## src/rtl/amult_sched.sv

```systemverilog
// amult_sched: round-robin arbiter in front of one serial shift-add multiplier.
// Each operand pair takes SHIFT cycles; the result is held until it is accepted.
module amult_sched #(
    parameter int WIDTH = 32,
    parameter int SHIFT = 16,
    parameter int NREQ  = 4,
    parameter int IDW   = (NREQ > 1) ? $clog2(NREQ) : 1
) (
    input  logic                  CLK,
    input  logic                  RST,
    input  logic [NREQ-1:0]       REQ_VALID,
    output logic [NREQ-1:0]       REQ_READY,
    input  logic [NREQ*WIDTH-1:0] REQ_DATA,
    input  logic [NREQ*SHIFT-1:0] REQ_SHIFT,
    output logic                  RES_VALID,
    input  logic                  RES_READY,
    output logic [WIDTH-1:0]      RES_DATA,
    output logic [IDW-1:0]        RES_ID,
    output logic                  BUSY
);

    localparam int CW = (SHIFT > 1) ? $clog2(SHIFT) : 1;
    localparam int SW = CW + 1;

    typedef enum logic [1:0] {
        IDLE,
        CALC,
        DONE
    } state_t;

    state_t           state;
    state_t           state_nxt;
    logic [IDW-1:0]   ptr;
    logic [IDW-1:0]   gnt_id;
    logic [IDW-1:0]   win;
    logic             found;
    logic [WIDTH-1:0] op_data;
    logic [SHIFT-1:0] op_shift;
    logic [WIDTH-1:0] acc;
    logic [WIDTH-1:0] term;
    logic [CW-1:0]    cnt;
    logic [SW-1:0]    sh_amt;
    logic             last;
    logic             bit_set;
    int               idx;

    // Scan requesters starting at ptr; the first valid one wins.
    always_comb begin
        win   = '0;
        found = 1'b0;
        idx   = 0;
        for (int k = 0; k < NREQ; k++) begin
            idx = int'(ptr) + k;
            if (idx >= NREQ) idx = idx - NREQ;
            if (!found && REQ_VALID[idx]) begin
                win   = IDW'(idx);
                found = 1'b1;
            end
        end
    end

    // Grant strobe exists only in IDLE and never during reset.
    always_comb begin
        REQ_READY = '0;
        if (state == IDLE && !RST && found) REQ_READY[win] = 1'b1;
    end

    // Current partial-product term: operand shifted by cnt+1, sign preserved.
    always_comb begin
        sh_amt  = SW'(cnt) + SW'(1);
        term    = $signed(op_data) >>> sh_amt;
        bit_set = op_shift[CW'(SHIFT - 1) - cnt];
        last    = (cnt == CW'(SHIFT - 1));
    end

    // Next-state logic.
    always_comb begin
        state_nxt = state;
        unique case (state)
            IDLE:    if (found) state_nxt = CALC;
            CALC:    if (last) state_nxt = DONE;
            DONE:    if (RES_READY) state_nxt = IDLE;
            default: state_nxt = IDLE;
        endcase
    end

    // State register plus operand latch, accumulator and round-robin pointer.
    always_ff @(posedge CLK) begin
        if (RST) begin
            state    <= IDLE;
            ptr      <= '0;
            gnt_id   <= '0;
            op_data  <= '0;
            op_shift <= '0;
            acc      <= '0;
            cnt      <= '0;
        end else begin
            state <= state_nxt;
            unique case (state)
                IDLE: begin
                    if (found) begin
                        op_data  <= REQ_DATA[int'(win)*WIDTH +: WIDTH];
                        op_shift <= REQ_SHIFT[int'(win)*SHIFT +: SHIFT];
                        gnt_id   <= win;
                        acc      <= '0;
                        cnt      <= '0;
                    end
                end
                CALC: begin
                    if (bit_set) acc <= acc + term;
                    cnt <= cnt + CW'(1);
                end
                DONE: begin
                    if (RES_READY) begin
                        if (gnt_id == IDW'(NREQ - 1)) ptr <= '0;
                        else ptr <= gnt_id + IDW'(1);
                    end
                end
                default: ;
            endcase
        end
    end

    assign RES_VALID = (state == DONE);
    assign RES_DATA  = acc;
    assign RES_ID    = gnt_id;
    assign BUSY      = (state != IDLE);

endmodule

```

## config.mk

```make
export PLATFORM = sky130hd
export DESIGN_NAME = amult_sched
export DESIGN_NICKNAME = d
export VERILOG_FILES = /design/src/rtl/amult_sched.sv
export SDC_FILE = /design/constraint.sdc
export NUM_CORES = 1
export LEC_CHECK = 0
export CAP_MARGIN = 20
export CORE_ASPECT_RATIO = 1.25
export CORE_MARGIN = 1.5
export CORE_UTILIZATION = 44
export DETAILED_ROUTE_END_ITERATION = 16
export PLACE_DENSITY = 0.77
export SYNTH_ARGS = -nofsm -noshare
export SYNTH_HDL_FRONTEND = slang
export SYNTH_SLANG_ARGS = --single-unit
export TNS_END_PERCENT = 1
```

## constraint.sdc

```tcl
create_clock -name CLK -period 4.3 [get_ports CLK]
set_clock_uncertainty 0.1 [all_clocks]
set_input_delay 0.645 -clock CLK [delete_from_list [all_inputs] [get_ports CLK]]
set_output_delay 0.645 -clock CLK [all_outputs]
set_load 0.005 [all_outputs]
```

==> results_dict.tcl <==
set metrics [dict create \
    status "complete, but fails checks" \
    violations "negative setup slack" \
    first_iter_violations 614 \
    dp_hpwl_um 22300 \
    slew_viol_final 0 \
    setup_viol 4 \
    finalCritPeriodShare 1.02 \
    numCtsBuffers 9 \
    portBuffers 238 \
    timing.setup.tns_ns -0.134 \
    synth_edf_count 0 \
    grt_pass1_wl_um 45200 \
    hold_path_class "flip-flop to flip-flop" \
    syn_area_per_cell_um2 6.96 \
    cts_tree "done" \
    rsz0062_at_grt "yes" \
    root_buffer "clkbuf_16" \
    setup_slack_ns -0.0683 \
    htreeDepth 3 \
    crit_arrival_ns 4.51 \
    placed_cells 1616 \
    via_per_inst 5.71 \
    switching_power_mw 1.00 \
    crit_type "flip-flop to flip-flop" \
    ff2ff_setup_slack_ns -0.07 \
    max_cap_viol_count 0 \
    areaGrowthSynthToFinish_pct 49.5 \
    yosysWarningCount 0 \
    ys_async_sr_fraction 0 \
    clockPowerShare 0.283 \
    max_freq_mhz 229 \
    synth_area_leaders "dfxtp_1 (23%), nand2_1 (13%), a21oi_1 (7.8%)" \
    grt-ovfl-total 0 \
    ys_ff_latch 90 \
    row_count 54 \
    vdd_drop_max_mv 0.176 \
    clk_pin_slew_ns 0.07 \
    hold_violations 0 \
    swShare 0.327 \
    layout.cells.non_filler 1638 \
    holdWs_ns 0.382 \
    die_y_um 153 \
    ios 239 \
    drtPass1Iterations 5 \
    antenna_found_initial 0 \
    clockBufferDepth 2 \
    comb_power_share 0.408 \
    vias 9352 \
    layout_min_cycle_time_ns 4.37 \
    synth_area_leader_cell "dfxtp_1" \
    crit_fanout 10 \
    clock_latency_ns 0.35 \
    utilization 0.675 \
    maxSlewHeadroom 0.513 \
    pwr-share-seq 0.310 \
    ys_seq_area_frac 0.228 \
    grt_max_degree 87 \
    drc 0 \
    post_drt_wl_per_cell_um 17.7 \
    place.gp.congestion 0.965 \
    core_area_mm2 0.0175 \
    drive_gt1_frac 0.150 \
    synth_cell_types 60 \
    power_leakage_nw 4.99 \
    synth_nets 1368 \
    endpoint_kind "flip-flop" \
    netlist.area_leader.share 0.228 \
    ant_nets 0 \
    num_antenna_cells 0 \
    start_util 0.452 \
    intPower_mw 2.06 \
    clock_sinks 90 \
    synthCells 1135 \
    tightestPinTransition_ns 0.727 \
    wl_um 28900 \
    powerDensity_mw_per_mm2 259 \
    final_nets 1642 \
    die_width_um 123 \
    required_ns 4.44 \
    dieArea_mm2 0.0188 \
    track_usage 0.303 \
    grt_pass1_vias 9036 \
    critPathLaunchType "flip-flop" \
    synth_ff_type "dfxtp_1" \
    netlist_area_mm2 0.00791 \
]
==> through the flow <==
step	total power, mW	cell area (um2)	setup WS [ns]
floorplan	1.61	7930	0.0116
global placement	2.12	11200	-0.231
detailed placement	2.14	11200	-0.336
CTS	3.04	11700	-0.0550
global route	3.21	11800	-0.273
finish	3.06	11800	-0.0683
==> cells in the mapped netlist, drive strengths merged, types with 2 or more instances <==
| master | instances |
|---|---|
| and2 | 2 |
| nand2b | 7 |
| a211o | 2 |
| nor3 | 14 |
| clkbuf | 80 |
| o41ai | 2 |
| o31a | 3 |
| dfxtp | 90 |
| a211oi | 8 |
| mux2i | 26 |
| nor2 | 114 |
| a311oi | 50 |
| xnor2 | 17 |
| a21boi | 3 |
| nor4 | 5 |
| o21ai | 46 |
| and3 | 51 |
| a22o | 15 |
| nand2 | 282 |
| buf | 13 |
| xor2 | 14 |
| nand4 | 3 |
| ha | 33 |
| mux4 | 17 |
| a31oi | 11 |
| a21o | 17 |
| inv | 8 |
| o21bai | 2 |
| nor2b | 14 |
| nand3 | 13 |
| o2111ai | 2 |
| mux2 | 12 |
| o21a | 5 |
| nand3b | 2 |
| a21oi | 123 |
| o211ai | 15 |
==> critical path, stage by stage (launching register included) <==
cell,delay (ns)
dfxtp_2,0.35
ha_4,0.33
buf_12,0.15
mux4_2,0.50
nand2_1,0.08
o21ai_0,0.14
o211ai_1,0.20
o21ai_0,0.11
buf_4,0.15
ha_2,0.36
o211ai_1,0.12
o21ai_2,0.21
o2111ai_4,0.16
a31oi_4,0.27
buf_4,0.17
a21boi_1,0.08
o21ai_1,0.20
nand4_1,0.16
a21oi_2,0.17
xor2_1,0.07
a22o_1,0.19
==> cells in the final DEF (no fill, tap or decap), drive strengths merged, types with 3 or more instances in the layout <==
| cell type | n |
|---|---|
| mux4 | 17 |
| nor2 | 114 |
| nand2 | 282 |
| a211oi | 8 |
| xor2 | 14 |
| nand2b | 7 |
| nand4 | 3 |
| o31a | 3 |
| clkdlybuf4s50 | 237 |
| o211ai | 15 |
| nor4 | 5 |
| mux2i | 26 |
| a21boi | 3 |
| a21oi | 123 |
| dfxtp | 90 |
| xnor2 | 17 |
| a22o | 15 |
| inv | 9 |
| ha | 33 |
| a31oi | 11 |
| and3 | 51 |
| buf | 119 |
| a311oi | 50 |
| mux2 | 12 |
| nand3 | 13 |
| clkbuf | 12 |
| o21a | 5 |
| nor3 | 14 |
| o21ai | 46 |
| a21o | 17 |
| nor2b | 14 |
==> registers in the layout, indices dropped and copies added, names as in the netlist <==
name and count:
RES_DATA 32, RES_ID 2, cnt 4, op_data 32, op_shift 16, ptr 2
state 2
==> area by class of cell <==
cell class / instances / area, um2
fill: 1510 / 5680
timing repair buffer: 356 / 3430
tap: 224 / 280
clock buffer: 12 / 246
sequential: 90 / 1800
inverter: 9 / 33.8
clock inverter: 4 / 73.8
multi-input combinational: 943 / 5950
==> power by group through the flow <==
stage | registers (mW) | logic [mW] | clock network [mW]
3_5_place_dp | 0.962 | 1.17 | 0
3_3_place_gp | 0.961 | 1.16 | 0
2_1_floorplan | 0.944 | 0.663 | 0
6_report | 0.947 | 1.25 | 0.864
5_1_grt | 0.953 | 1.35 | 0.904
4_1_cts | 0.945 | 1.22 | 0.875
==> cell families (layout without fill, tap and decap cells) <==
kind of cell | count (synthesis) | count (layout) | share of synthesized area
flip-flops | 90 | 90 | 0.228
AND/OR/NAND/NOR | 511 | 511 | 0.277
XOR/XNOR | 31 | 31 | 0.0343
multiplexers | 55 | 55 | 0.0984
buffers and inverters | 102 | 381 | 0.0525
AO/OA/AOI/OAI | 312 | 312 | 0.255
adder cells (fa/ha/maj) | 34 | 34 | 0.0548
==> metal layers <==
metal / GRT usage / vias up / part of all wire
li1: - / 4600 / -
met1: 0.350 / 4368 / 0.39
met2: 0.530 / 312 / 0.51
met3: 0.0530 / 72 / 0.057
met4: 0.145 / 0 / 0.044
met5: 0 / - / 0
==> what timing repair did <==
item                                    CTS  global route
resized for setup                        32            23
endpoints found under the setup margin   16            17
gates cloned                              1             0
pin swaps                                 9             5
setup buffers                             4             1
hold buffers                              0             0
==> worst paths after layout <==
kind | to | cells after the start | from
worst max-delay path | RES_DATA[27] | 20 | cnt[0]
worst max register to register | RES_DATA[27] | 20 | cnt[0]
worst min register to register | RES_DATA[31] | 1 | RES_DATA[31]
worst min-delay path | RES_DATA[31] | 1 | RES_DATA[31]
Power figures use the tool's default switching activity.
